`src/rtl/fp_pkg.sv`:
```
// Shared definitions for the binary32 subtract scheduler.
//   FP_W / EXP_MSB / EXP_LSB : binary32 field geometry
//   QNAN                     : canonical quiet NaN returned on unsupported operands
//   sched_state_t            : scheduler FSM states
//   is_special()             : flags zero/subnormal (exp 00) and inf/NaN (exp FF)
package fp_pkg;
  localparam int unsigned FP_W    = 32;
  localparam int unsigned EXP_MSB = 30;
  localparam int unsigned EXP_LSB = 23;
  localparam logic [FP_W-1:0] QNAN = 32'h7FC0_0000;

  typedef enum logic [1:0] {IDLE, EXEC, RESP} sched_state_t;

  function automatic logic is_special(input logic [FP_W-1:0] x);
    return (x[EXP_MSB:EXP_LSB] == 8'h00) || (x[EXP_MSB:EXP_LSB] == 8'hFF);
  endfunction
endpackage

```
`src/rtl/fp_rr_arb.sv`:
```
// Combinational rotating-priority arbiter.
//   req     : request vector
//   ptr     : index of the last winner; search starts at ptr+1 and wraps
//   en      : arbitration enable; no grant when low
//   gnt     : one-hot grant
//   gnt_idx : encoded index of the grant (0 when no grant)
module fp_rr_arb
  import fp_pkg::*;
#(
  parameter int unsigned NREQ = 4,
  parameter int unsigned IW   = 2
) (
  input  logic [NREQ-1:0] req,
  input  logic [IW-1:0]   ptr,
  input  logic            en,
  output logic [NREQ-1:0] gnt,
  output logic [IW-1:0]   gnt_idx
);
  logic          found;
  logic [IW-1:0] idx;

  always_comb begin
    gnt     = '0;
    gnt_idx = '0;
    found   = 1'b0;
    idx     = '0;
    for (int unsigned k = 1; k <= NREQ; k++) begin
      idx = IW'((32'(ptr) + k) % NREQ);
      if (en && !found && req[idx]) begin
        found    = 1'b1;
        gnt[idx] = 1'b1;
        gnt_idx  = idx;
      end
    end
  end
endmodule

```
`src/rtl/fp_sub_sched.sv`:
```
// Shares one external combinational binary32 subtract datapath among NREQ
// requesters: round-robin grant, operand latch, fixed DP_LAT wait, tagged
// result with output backpressure.
//   req_valid/req_ready : per-requester handshake (ready is a one-hot strobe)
//   req_a/req_b         : packed operands, requester i at [32*i +: 32]
//   resp_*              : result, requester tag, unsupported-operand flag
//   dp_a/dp_b/dp_c      : registered operands to, and result from, the datapath
//   busy                : scheduler not idle
module fp_sub_sched
  import fp_pkg::*;
#(
  parameter int unsigned NREQ   = 4,
  parameter int unsigned DP_LAT = 1,
  localparam int unsigned IW    = (NREQ > 1) ? $clog2(NREQ) : 1
) (
  input  logic                 clk,
  input  logic                 rst_n,
  input  logic [NREQ-1:0]      req_valid,
  output logic [NREQ-1:0]      req_ready,
  input  logic [NREQ*FP_W-1:0] req_a,
  input  logic [NREQ*FP_W-1:0] req_b,
  output logic                 resp_valid,
  input  logic                 resp_ready,
  output logic [FP_W-1:0]      resp_data,
  output logic [IW-1:0]        resp_id,
  output logic                 resp_exc,
  output logic [FP_W-1:0]      dp_a,
  output logic [FP_W-1:0]      dp_b,
  input  logic [FP_W-1:0]      dp_c,
  output logic                 busy
);
  sched_state_t    state;
  logic [IW-1:0]   rr_ptr;
  logic [2:0]      cnt;
  logic            accept;
  logic [NREQ-1:0] gnt;
  logic [IW-1:0]   gidx;
  logic [FP_W-1:0] ga, gb;

  // Reset gates the arbiter so no accept strobe is shown while rst_n is low.
  assign accept    = rst_n && ((state == IDLE) || ((state == RESP) && resp_ready));
  assign req_ready = gnt;
  assign busy      = (state != IDLE);

  fp_rr_arb #(.NREQ(NREQ), .IW(IW)) u_arb (
    .req     (req_valid),
    .ptr     (rr_ptr),
    .en      (accept),
    .gnt     (gnt),
    .gnt_idx (gidx)
  );

  always_comb begin
    ga = '0;
    gb = '0;
    for (int unsigned i = 0; i < NREQ; i++) begin
      if (gidx == IW'(i)) begin
        ga = req_a[i*FP_W +: FP_W];
        gb = req_b[i*FP_W +: FP_W];
      end
    end
  end

  always_ff @(posedge clk or negedge rst_n) begin
    if (!rst_n) begin
      state      <= IDLE;
      rr_ptr     <= IW'(NREQ-1);
      cnt        <= '0;
      resp_valid <= 1'b0;
      resp_exc   <= 1'b0;
      resp_data  <= '0;
      resp_id    <= '0;
      dp_a       <= '0;
      dp_b       <= '0;
    end else begin
      case (state)
        EXEC: begin
          if (cnt == 3'(DP_LAT-1)) begin
            resp_data  <= dp_c;
            resp_exc   <= 1'b0;
            resp_valid <= 1'b1;
            state      <= RESP;
          end else begin
            cnt <= cnt + 3'd1;
          end
        end
        IDLE, RESP: begin
          if (accept) begin
            if (|gnt) begin
              dp_a    <= ga;
              dp_b    <= gb;
              resp_id <= gidx;
              rr_ptr  <= gidx;
              if (is_special(ga) || is_special(gb)) begin
                state      <= RESP;
                resp_valid <= 1'b1;
                resp_exc   <= 1'b1;
                resp_data  <= QNAN;
              end else if (ga == gb) begin
                state      <= RESP;
                resp_valid <= 1'b1;
                resp_exc   <= 1'b0;
                resp_data  <= '0;
              end else begin
                state      <= EXEC;
                cnt        <= '0;
                resp_valid <= 1'b0;
                resp_exc   <= 1'b0;
              end
            end else begin
              state      <= IDLE;
              resp_valid <= 1'b0;
            end
          end
        end
        default: state <= IDLE;
      endcase
    end
  end
endmodule

```
`config.mk`:
```
export PLATFORM = sky130hd
export DESIGN_NAME = fp_sub_sched
export DESIGN_NICKNAME = d
export VERILOG_FILES = /design/src/rtl/fp_pkg.sv /design/src/rtl/fp_rr_arb.sv /design/src/rtl/fp_sub_sched.sv
export SDC_FILE = /design/constraint.sdc
export NUM_CORES = 1
export LEC_CHECK = 0
export CELL_PAD_IN_SITES_DETAIL_PLACEMENT = 0
export CELL_PAD_IN_SITES_GLOBAL_PLACEMENT = 1
export CORE_AREA = 2 2 155 157
export DETAILED_ROUTE_END_ITERATION = 10
export DIE_AREA = 0 0 157 159
export DONT_BUFFER_PORTS = 1
export GPL_TIMING_DRIVEN = 0
export HOLD_SLACK_MARGIN = 0.06
export MAX_ROUTING_LAYER = met4
export PLACE_DENSITY_LB_ADDON = 0.12
export SETUP_SLACK_MARGIN = 0.1
export SYNTH_ARGS = -nofsm -noshare
export SYNTH_HDL_FRONTEND = slang
export SYNTH_SLANG_ARGS = --single-unit
```
`constraint.sdc`:
```
create_clock -name clk -period 5.5 [get_ports clk]
set_clock_uncertainty 0.15 [all_clocks]
set_input_delay 0.825 -clock clk [delete_from_list [all_inputs] [get_ports clk]]
set_output_delay 0.825 -clock clk [all_outputs]
set_load 0.02 [all_outputs]
```
## Yosys cells after proc, flatten, opt, wreduce, memory -nomap -nowiden

Index checks and enable logic that the tools add are counted.

- Memories kept: 0
- Logic and storage cells: 139
- Bits in latches: 0
- Flip-flop bits (word level): 107
- Bits in writable memories: 0
- Memory bits (read-only): 0
- Input port bits: 295

- Shifts and indexed selects: 0
- Add/subtract/negate cells: 5
- Equal/unequal tests: 15
- Multipliers: 0
- Order comparisons: 8
- Reduce and logical (&&, ||, !) cells: 35
- Divide/modulo/power cells: 0
- Bitwise gates (word level): 3
- Mux-type cells: 64

Operators with widths:

| kind | count |
|---|---|
| 2-to-1 mux 32 bit | 13 |
| one-hot mux 32 bit (2 select lines) | 1 |
| == test 32 bit | 1 |
| 2-to-1 mux 1 bit | 20 |
| 2-to-1 mux 2 bit | 9 |
| == test 8 bit, second input constant | 2 |
| zero test 8 bit | 2 |
| 2-to-1 mux 4 bit | 4 |
| 2-to-1 mux 3 bit | 5 |
| logical AND 1 bit | 13 |
| less-than comparator 2 x 3 -> 1 bit, second input constant | 4 |
| bitwise OR 4 bit | 3 |
| inequality test 2 bit, second input constant | 5 |
| binary-select mux 1 bit (select 2 bit) | 4 |
| demux 1 bit (select 2 bit) | 4 |
| >= comparator 2 x 1 -> 1 bit, second input constant | 4 |
| == test 2 bit, second input constant | 3 |
| one-hot mux 3 bit (2 select lines) | 1 |
| AND reduction 3 bit | 2 |
| AND reduction 6 bit | 1 |
| AND reduction 5 bit | 1 |
| adder 2 x 1 -> 2 bit, second input constant | 2 |
| adder 2 bit, second input constant | 2 |
| == test 2 x 1 -> 1 bit, second input constant | 2 |
| 14 further kinds | 22 |

## Logic depth before layout (Yosys ltp)

Gate-level depths: netlist of the first run.

- Word-level depth: 30
- Mapped depth: 20

## Hierarchy

From an unflattened synthesis of the first run, not the netlist that was laid out.

- Cells, all modules: 554
- Area, all modules: 6993.0 um2

Modules (own cells, without submodules):

| module | instances | area each (um2) | cells each |
|---|---|---|---|
| fp_sub_sched | 1 | 6506.2 | 500 |
| fp_rr_arb | 1 | 486.7 | 54 |

## Least setup slack after synthesis of the first run

OpenSTA, ideal clock, no wires.

- Kind: flip-flop to flip-flop
- Start: register rr_ptr[1]
- End: register resp_data[0]
- Cell stages (with the launch flop): 18
- Period minus slack after synthesis: 4.849 ns
- Path slack: 0.651 ns
- Library setup time: 0.120 ns
- Arrival time: 4.579 ns
- Cell sequence: dfstp_2 clkbuf_1 inv_1 ha_1 buf_2 mux4_2 nor2b_2 o22ai_1 a2bb2oi_2 nand2b_4 buf_6 mux4_2 xnor2_1 nor4_1 nand4_2 o21a_4 buf_6 a31o_1

- Word-level cells in the longest chain between the ends: 29
- Elaborated cells on any way between the ends: 84

Ends and longest elaborated chain:

| what | line | text |
|---|---|---|
| start: declaration | fp_sub_sched.sv:33 | `logic [IW-1:0] rr_ptr;` |
| start signal: assignment | fp_sub_sched.sv:67 | `rr_ptr <= IW'(NREQ-1);` |
| start signal: assignment | fp_sub_sched.sv:93 | `rr_ptr <= gidx;` |
| adder 2 x 1 -> 2 bit | fp_rr_arb.sv:28 | `idx = IW'((32'(ptr) + k) % NREQ);` |
| binary-select mux 1 bit (select 2 bit) | fp_rr_arb.sv:29 | `if (en && !found && req[idx]) begin` |
| 2-to-1 mux 1 bit (not written as such) | fp_rr_arb.sv:29 |  |
| logical AND 1 bit | fp_rr_arb.sv:29 |  |
| 2-to-1 mux 1 bit | fp_rr_arb.sv:29 |  |
| zero test 1 bit | fp_rr_arb.sv:29 |  |
| logical AND 1 bit (2 in series) | fp_rr_arb.sv:29 |  |
| 2-to-1 mux 1 bit | fp_rr_arb.sv:29 |  |
| [... 9 more ...] | - |  |
| 2-to-1 mux 32 bit (4 in series) | fp_sub_sched.sv:57 | `if (gidx == IW'(i)) begin` |
| == test 8 bit or zero test 8 bit (tied branches) | fp_pkg.sv:15 | `return (x[EXP_MSB:EXP_LSB] == 8'h00) \|\| (x[EXP_MSB:EXP_LSB] == 8'hFF);` |
| logical OR 1 bit | fp_pkg.sv:15 |  |
| logical OR 1 bit | fp_sub_sched.sv:94 | `if (is_special(ga) \|\| is_special(gb)) begin` |
| 2-to-1 mux 32 bit | fp_sub_sched.sv:94 |  |
| 2-to-1 mux 32 bit | fp_sub_sched.sv:89 | `if (\|gnt) begin` |
| 2-to-1 mux 32 bit | fp_sub_sched.sv:88 | `if (accept) begin` |
| one-hot mux 32 bit (2 select lines) | fp_sub_sched.sv:76 | `case (state)` |
| end signal: assignment | fp_sub_sched.sv:79 | `resp_data <= dp_c;` |
| end: declaration | fp_sub_sched.sv:24 | `output logic [FP_W-1:0] resp_data,` |

Several ways; a longest one is shown, not always the timed one. The select of a mux whose other input is x is not followed.
A chain may end at the register's enable or synchronous reset.

## Final worst setup path of the first run

- Start: register rr_ptr[0]
- End: register resp_data[11]

Same word-level chain as after synthesis.

==> impl_metrics.py, run 1 <==
metrics = {
    "routing": {
        "drt_wl_total_um": 36400,
        "firstDrtPassIters": 5,
        "drt_iter0_markers": 517,
        "num_vias": 7919,
        "ant_nets": 0,
        "viasPerCell": 5.86,
        "wl_per_cell_um": 26.9,
        "drc": 0,
    },
    "sta": {
        "worst_pin_slew_ns": 0.872,
        "period_minus_slack_ns": 5.20,
        "setup_viol": 0,
        "whs_ns": 0.143,
        "final-hold-violation-count": 0,
        "finalSetupTns_ns": 0,
        "rsz0062_at_grt": "false",
        "slew_headroom_pct": 41.8,
        "post-route-period-util_pct": 94.6,
        "max_freq_mhz": 192,
        "drv_slew": 0,
    },
    "clock_tree": {
        "cts_tree": "yes",
        "htreeDepth": 3,
        "clock_latency_ns": 0.36,
        "clk_pin_slew_worst_paths_ns": 0.08,
        "cts_sinks": 107,
        "cts_made_buffers": 9,
        "root_buffer": "clkbuf_16",
        "cts_buffer_depth": 2,
    },
    "setup_path": {
        "end_kind": "register",
        "path_max_fanout": 10,
        "required_ns": 5.60,
        "cp-start-kind": "register",
        "worstSetupPathType": "register to register",
        "critPathArrivalTime_ns": 5.30,
    },
    "layout": {
        "final_layout_size_suffix_gt1_share_pct": 11.3,
        "n_fill_cell": 2483,
        "areaGrowthSynthToFinish_pct": 11.0,
        "final_nets": 1329,
        "antenna_cells": 0,
    },
    "synth": {
        "ys_ff_latch": 107,
        "ys_warn_count": 0,
        "seq_area_frac_synth_pct": 32.0,
        "synth_edf_count": 0,
        "yosysUniqueCellTypes": 62,
        "avgSynthCellArea_um2": 8.29,
        "synthFlopType": "dfrtp_1",
        "synthArstFlopShare_pct": 100,
        "synth.net_count": 1311,
        "synth_cells": 1010,
        "netlist_area_mm2": 0.00837,
    },
    "die": {
        "die_area_mm2": 0.0250,
        "start_util_pct": 36.1,
        "die_h_um": 159,
        "rows": 56,
        "core_mm2": 0.0232,
        "die_w_um": 157,
        "io_pins": 400,
    },
    "job": {
        "max_cap_violations": 0,
    },
    "power": {
        "power_frac_comb_pct": 57.3,
        "p_int_w": 0.00285,
        "power_switching_w": 0.00325,
        "powerDensity_mw_per_mm2": 657,
        "power_frac_clock_pct": 12.2,
        "vdd_ir_drop_max_mv": 0.221,
        "seqPwrFrac_pct": 30.5,
        "switching_share_pct": 53.3,
        "p_leak_nw": 3.98,
    },
    "placement": {
        "dp_hpwl_um": 27900,
        "port-buffer-count": 0,
        "routabilityCongestion": 0.848,
    },
    "grt": {
        "grt_max_degree": 106,
        "antenna_found_initial": 0,
        "track_usage_pct": 29.9,
        "overflow": 0,
        "grt_pass1_vias": 8123,
        "grt_pass1_wl_um": 53600,
    },
    "hold_path": {
        "min_path_type": "primary input to async pin",
    },
    "status": {
        "status": "completed",
    },
}
==> routing by layer <==
metal  global-route usage [%]  up-vias  wire length [µm]
li1                         -     3614                 -
met5                        -        -                 0
met2                     47.7      383             17500
met3                     9.85       53              3760
met4                     8.38        0               868
met1                     36.2     3869             14300
==> placed cells by master, fill, tap and decap left out, types with 3 or more instances in the layout <==
cell,n
nand2_1,271
dfrtp_1,105
nand3_1,99
o21ai_0,79
xnor2_1,63
mux2i_1,35
clkbuf_1,33
xor2_1,29
mux2_2,26
a22o_1,24
nor2_1,21
nand4_1,19
a31o_1,18
mux4_2,17
inv_1,14
buf_1,13
a21oi_1,10
nor4_1,10
buf_6,9
a2bb2oi_1,9
buf_4,9
clkbuf_16,9
clkbuf_2,8
nor3_1,6
ha_1,6
a31o_2,5
a22oi_1,5
a2111oi_0,5
a221oi_1,4
buf_2,3
and3_1,3
o21ai_1,3
nor2b_1,3
a31oi_1,3
o31a_1,3
nor4_4,3
==> cells in the mapped netlist (4+ instances only) <==
master     count  area, µm²
nor3_1         6       30.0
mux4_2        17        383
o21ai_0       79        395
a21oi_1       10       50.1
ha_1           6       75.1
nor4_1        13       81.3
nor2_1        22       82.6
mux2i_1       35        350
a22o_1        24        210
buf_2          4       20.0
a2bb2oi_1      9       78.8
inv_1         14       52.6
nand4_1       19        119
buf_6          8       90.1
clkbuf_1      39        146
nand2_1      272       1020
a2111oi_0      5       43.8
a31o_2         5       43.8
a31o_1        18        158
mux2_2        26        293
a221oi_1       5       43.8
buf_1         16       60.1
xor2_1        29        254
nand3_1       99        495
xnor2_1       63        552
dfrtp_1      105       2630
a22oi_1        5       37.5
==> state kept, by name, summed over array words and instances, names as in the netlist <==
register    flops
resp_valid      1
dp_b           32
resp_exc        1
resp_data      32
cnt             3
dp_a           32
rr_ptr          2
resp_id         2
state           2
==> worst paths after layout <==
kind | from | endpoint | slack [ns] | depth (start not counted)
setup / recovery | rr_ptr[0]$_DFFE_PN1P_ | resp_data[11]$_DFFE_PN0P_ | 0.30 | 18
hold / removal | rst_n | rr_ptr[1]$_DFFE_PN1P_ | 0.14 | 0
min in group clk | rr_ptr[1]$_DFFE_PN1P_ | rr_ptr[1]$_DFFE_PN1P_ | 0.42 | 2
hold reg to reg | rr_ptr[1]$_DFFE_PN1P_ | rr_ptr[1]$_DFFE_PN1P_ | 0.42 | 2
setup reg to reg | rr_ptr[0]$_DFFE_PN1P_ | resp_data[11]$_DFFE_PN0P_ | 0.30 | 18
max in group asynchronous | rst_n | dp_b[0]$_DFFE_PN0P_ | 4.52 | 1
==> stage by stage <==
stage	cell area [µm²]	cells	util [%]	total power (W)	worst slack, ns
2_1_floorplan	8370	1010	-	0.00414	0.651
6_report	9290	1352	40.1	0.00611	0.296
4_1_cts	9240	1348	39.9	0.00613	0.110
3_5_place_dp	8780	1330	37.9	0.00526	-0.988
5_1_grt	9290	1352	40.1	0.00658	0.0965
3_3_place_gp	8770	1329	37.8	0.00521	-1.02
==> cell type report <==
type	count	area (µm²)	share of cell area, %
clock buffer	10	239	2.57
clock inverter	6	78.8	0.848
timing repair buffer	8	80.1	0.862
inverter	15	56.3	0.606
multi-input combinational	817	5380	57.9
buffer	70	379	4.08
tap	319	399	4.30
sequential	107	2680	28.8
==> power groups by stage <==
stage / sequential (W) / clock [W] / combinational, W
CTS: 0.00187 / 0.000759 / 0.00349
detailed placement: 0.00188 / 0 / 0.00338
finish: 0.00186 / 0.000742 / 0.00350
global route: 0.00191 / 0.000790 / 0.00388
global placement: 0.00188 / 0 / 0.00333
floorplan: 0.00175 / 0 / 0.00238
==> cell families after synthesis <==
logic type,synth area share [%]
multiplexers,12.9
buffers and inverters,5.05
AO/OA/AOI/OAI,15.4
adder cells (fa/ha/maj),0.897
AND/OR/NAND/NOR,24.1
XOR/XNOR,9.63
flip-flops,32.0
==> worst max-delay path: stages (launching register included) <==
cell and delay [ns]:
dfstp_2 0.57, buf_6 0.17, inv_1 0.10, ha_1 0.28, buf_2 0.17, mux4_2 0.60
nor2b_4 0.22, o21ai_1 0.16, a2bb2oi_4 0.18, nor2_2 0.24, clkbuf_2 0.38, mux2i_1 0.41
o2111ai_2 0.25, nor4_4 0.28, buf_4 0.18, nand4_4 0.15, o21a_4 0.22, buf_6 0.15
a31o_1 0.22
==> what timing repair did <==
item | in CTS | in global routing
hold buffers | 1 | 0
endpoints found under the setup margin | 79 | 87
endpoints found under the hold margin | 105 | 0
resized for setup | 17 | 14
setup buffers | 2 | 4
pin swaps | 2 | 1
Note: power is estimated with default switching activity, not from simulation.
==> inputs of run 2 (changes only) <==
--- a/config.mk
+++ b/config.mk
@@ -5,11 +5,12 @@
 export SDC_FILE = /design/constraint.sdc
 export NUM_CORES = 1
 export LEC_CHECK = 0
+export ABC_AREA = 1
 export CELL_PAD_IN_SITES_DETAIL_PLACEMENT = 0
 export CELL_PAD_IN_SITES_GLOBAL_PLACEMENT = 1
-export CORE_AREA = 2 2 155 157
+export CORE_AREA = 2 2 157 159
 export DETAILED_ROUTE_END_ITERATION = 10
-export DIE_AREA = 0 0 157 159
+export DIE_AREA = 0 0 159 161
 export DONT_BUFFER_PORTS = 1
 export GPL_TIMING_DRIVEN = 0
 export HOLD_SLACK_MARGIN = 0.06
==> run 2 against run 1 <==
Critical path type unchanged. Sequential power rose by 4%. Count of clock-buffer cells in the layout is 1 lower. Maximum frequency increased by 5.7%. Non-clock buffer count fell by 13. Power rose by 5.7%. Global-route usage is 1.2 points higher. First-iteration DRC count rose by 10%. Critical path depth rose by 10. Synthesized cell count is 28% higher. Combinational power rose by 9.1%.
==> impl_metrics.py, run 2 <==
metrics = {
    "clock_tree": {
        "cts_buffer_depth": 2,
        "cts_tree": "yes",
        "clk_pin_slew_worst_paths_ns": 0.09,
        "postCtsSetupBuffers": 0,
        "cts_made_buffers": 9,
        "cts_resized": 0,
        "clock_latency_ns": 0.37,
        "root_buffer": "clkbuf_16",
        "cts_sinks": 107,
        "htreeDepth": 3,
    },
    "routing": {
        "ant_nets": 0,
        "drt_iter0_markers": 570,
        "firstDrtPassIters": 5,
        "wl_per_cell_um": 24.3,
        "drt_wl_total_um": 39700,
        "num_vias": 8517,
        "drc": 0,
        "viasPerCell": 5.22,
    },
    "sta": {
        "max_freq_mhz": 203,
        "rsz0062_at_grt": "false",
        "setup_viol": 0,
        "post-route-period-util_pct": 89.5,
        "whs_ns": 0.135,
        "finalSetupTns_ns": 0,
        "worst_pin_slew_ns": 1.06,
        "drv_slew": 0,
        "slew_headroom_pct": 28.3,
        "final-hold-violation-count": 0,
        "period_minus_slack_ns": 4.92,
    },
    "synth": {
        "ys_ff_latch": 107,
        "seq_area_frac_synth_pct": 33.4,
        "yosys.area.top_type": "dfrtp_1",
        "synth_edf_count": 0,
        "yosysUniqueCellTypes": 39,
        "synth.net_count": 1589,
        "netlist_area_mm2": 0.00803,
        "avgSynthCellArea_um2": 6.23,
        "synthFlopType": "dfrtp_1",
        "synthArstFlopShare_pct": 100,
        "synth_top_area_share_pct": 32.7,
        "ys_warn_count": 0,
        "synth_cells": 1288,
        "synthTopCellsByCount": "nand2_1, nand3_1, inv_1",
        "yosysMostFrequentCell": "nand2_1",
        "synth_top_cells_by_area": "dfrtp_1, nand2_1, nand3_1",
    },
    "layout": {
        "final_nets": 1601,
        "top_regs": "dp_a: 32 flops, dp_b: 32 flops, resp_data: 32 flops",
        "postLayoutCoreUtil_pct": 36.6,
        "areaGrowthSynthToFinish_pct": 9.24,
        "layout_common_cells": "nand2_1, nand3_1, inv_1",
        "final_layout_size_suffix_gt1_share_pct": 8.74,
        "final_common_cell": "nand2_1",
    },
    "job": {
        "max_cap_violations": 0,
    },
    "grt": {
        "grt_pass1_wl_um": 56400,
        "antenna_found_initial": 2,
        "overflow": 0,
        "track_usage_pct": 31.1,
        "grt_pass1_vias": 8377,
        "grt_max_degree": 106,
    },
    "setup_path": {
        "regToRegSetupSlack_ns": 0.58,
        "critPathArrivalTime_ns": 5.03,
        "end_kind": "register",
        "crit_start": "rr_ptr[0]$_DFFE_PN1P_",
        "crit_path_max_incr_delay_ns": 0.56,
        "path_delay_family": "simple AND/OR/NAND/NOR gates",
        "cp-start-kind": "register",
        "r2r_start": "rr_ptr[0]$_DFFE_PN1P_",
        "required_ns": 5.60,
        "critPathSlowestCell": "dfstp_2",
        "cpMostUsedCell": "nand2_1",
        "path_max_fanout": 11,
        "worstSetupPathType": "register to register",
        "path_buf_inv": 7,
    },
    "power": {
        "power_switching_w": 0.00388,
        "power_frac_comb_pct": 59.2,
        "vdd_ir_drop_max_mv": 0.228,
        "switching_share_pct": 60.1,
        "p_int_w": 0.00257,
        "power_frac_clock_pct": 10.9,
        "seqPwrFrac_pct": 29.9,
        "p_leak_nw": 4.77,
        "powerDensity_mw_per_mm2": 736,
    },
    "die": {
        "die_h_um": 161,
        "start_util_pct": 33.5,
        "core_mm2": 0.0240,
        "die_area_mm2": 0.0256,
        "die_w_um": 159,
        "rows": 57,
        "io_pins": 400,
    },
    "placement": {
        "dp_hpwl_um": 31000,
        "routabilityCongestion": 0.972,
        "port-buffer-count": 0,
    },
    "hold_path": {
        "min_path_type": "primary input to async pin",
    },
    "status": {
        "status": "completed",
    },
}
==> run 2: power groups by stage <==
stage          Sequential [W]  Combinational [W]  Clock, W
2_1_floorplan         0.00180            0.00252         0
3_3_place_gp          0.00195            0.00375         0
3_5_place_dp          0.00195            0.00379         0
4_1_cts               0.00194            0.00382  0.000715
5_1_grt               0.00197            0.00426  0.000746
6_report              0.00193            0.00382  0.000706
==> run 2: kinds of logic (layout without fill, tap and decap cells) <==
family	after synthesis	in the layout	synth area share, %
adder cells (fa/ha/maj)	6	6	0.935
AND/OR/NAND/NOR	823	823	44.2
other	0	2	0
AO/OA/AOI/OAI	152	152	10.1
buffers and inverters	198	215	11.2
flip-flops	107	107	33.4
XOR/XNOR	2	2	0.218
==> run 2: per-layer routing <==
| metal | GRT usage [%] | wire [µm] | vias up |
|---|---|---|---|
| met5 | - | 0 | - |
| met4 | 8.35 | 1050 | 0 |
| met3 | 6.78 | 2630 | 47 |
| met2 | 54.2 | 19700 | 372 |
| met1 | 36.4 | 16300 | 4030 |
| li1 | - | - | 4068 |
==> run 2: worst paths after layout <==
kind / cells after the start / endpoint
max in group asynchronous: 1 / dp_a[3]$_DFFE_PN0P_
worst min register to register: 2 / cnt[1]$_DFFE_PN0P_
min in group clk: 2 / cnt[1]$_DFFE_PN0P_
worst max-delay path: 28 / resp_data[21]$_DFFE_PN0P_
worst min-delay path: 0 / rr_ptr[1]$_DFFE_PN1P_
worst max register to register: 28 / resp_data[21]$_DFFE_PN0P_
==> run 2: layout make-up <==
cell class | count | area, µm²
multi-input combinational | 983 | 4450
clock buffer | 9 | 225
buffer | 64 | 398
inverter | 134 | 503
antenna | 2 | 5.00
fill | 2723 | 15200
clock inverter | 7 | 78.8
tap | 324 | 405
timing repair buffer | 1 | 27.5
sequential | 107 | 2680
==> run 2: worst reg2reg max path: cells and delay by family, from the launching register on <==
family | cells | cell delay [ns]
adder cells (fa/ha/maj) | 1 | 0.38
flip-flops | 1 | 0.56
AND/OR/NAND/NOR | 20 | 2.46
buffers and inverters | 7 | 1.23
==> run 2: metrics by stage <==
step,total power (W),setup WS [ns],instances,area [µm²]
finish,0.00646,0.575,1631,8770
global route,0.00698,0.254,1631,8770
CTS,0.00647,0.580,1629,8770
detailed placement,0.00574,0.601,1612,8440
global placement,0.00571,0.645,1612,8440
floorplan,0.00432,1.79,1288,8030
==> run 2: timing repair <==
item | CTS | global route
setup endpoints to repair | 0 | 0
hold buffers | 1 | 0
hold endpoints to repair | 105 | 0
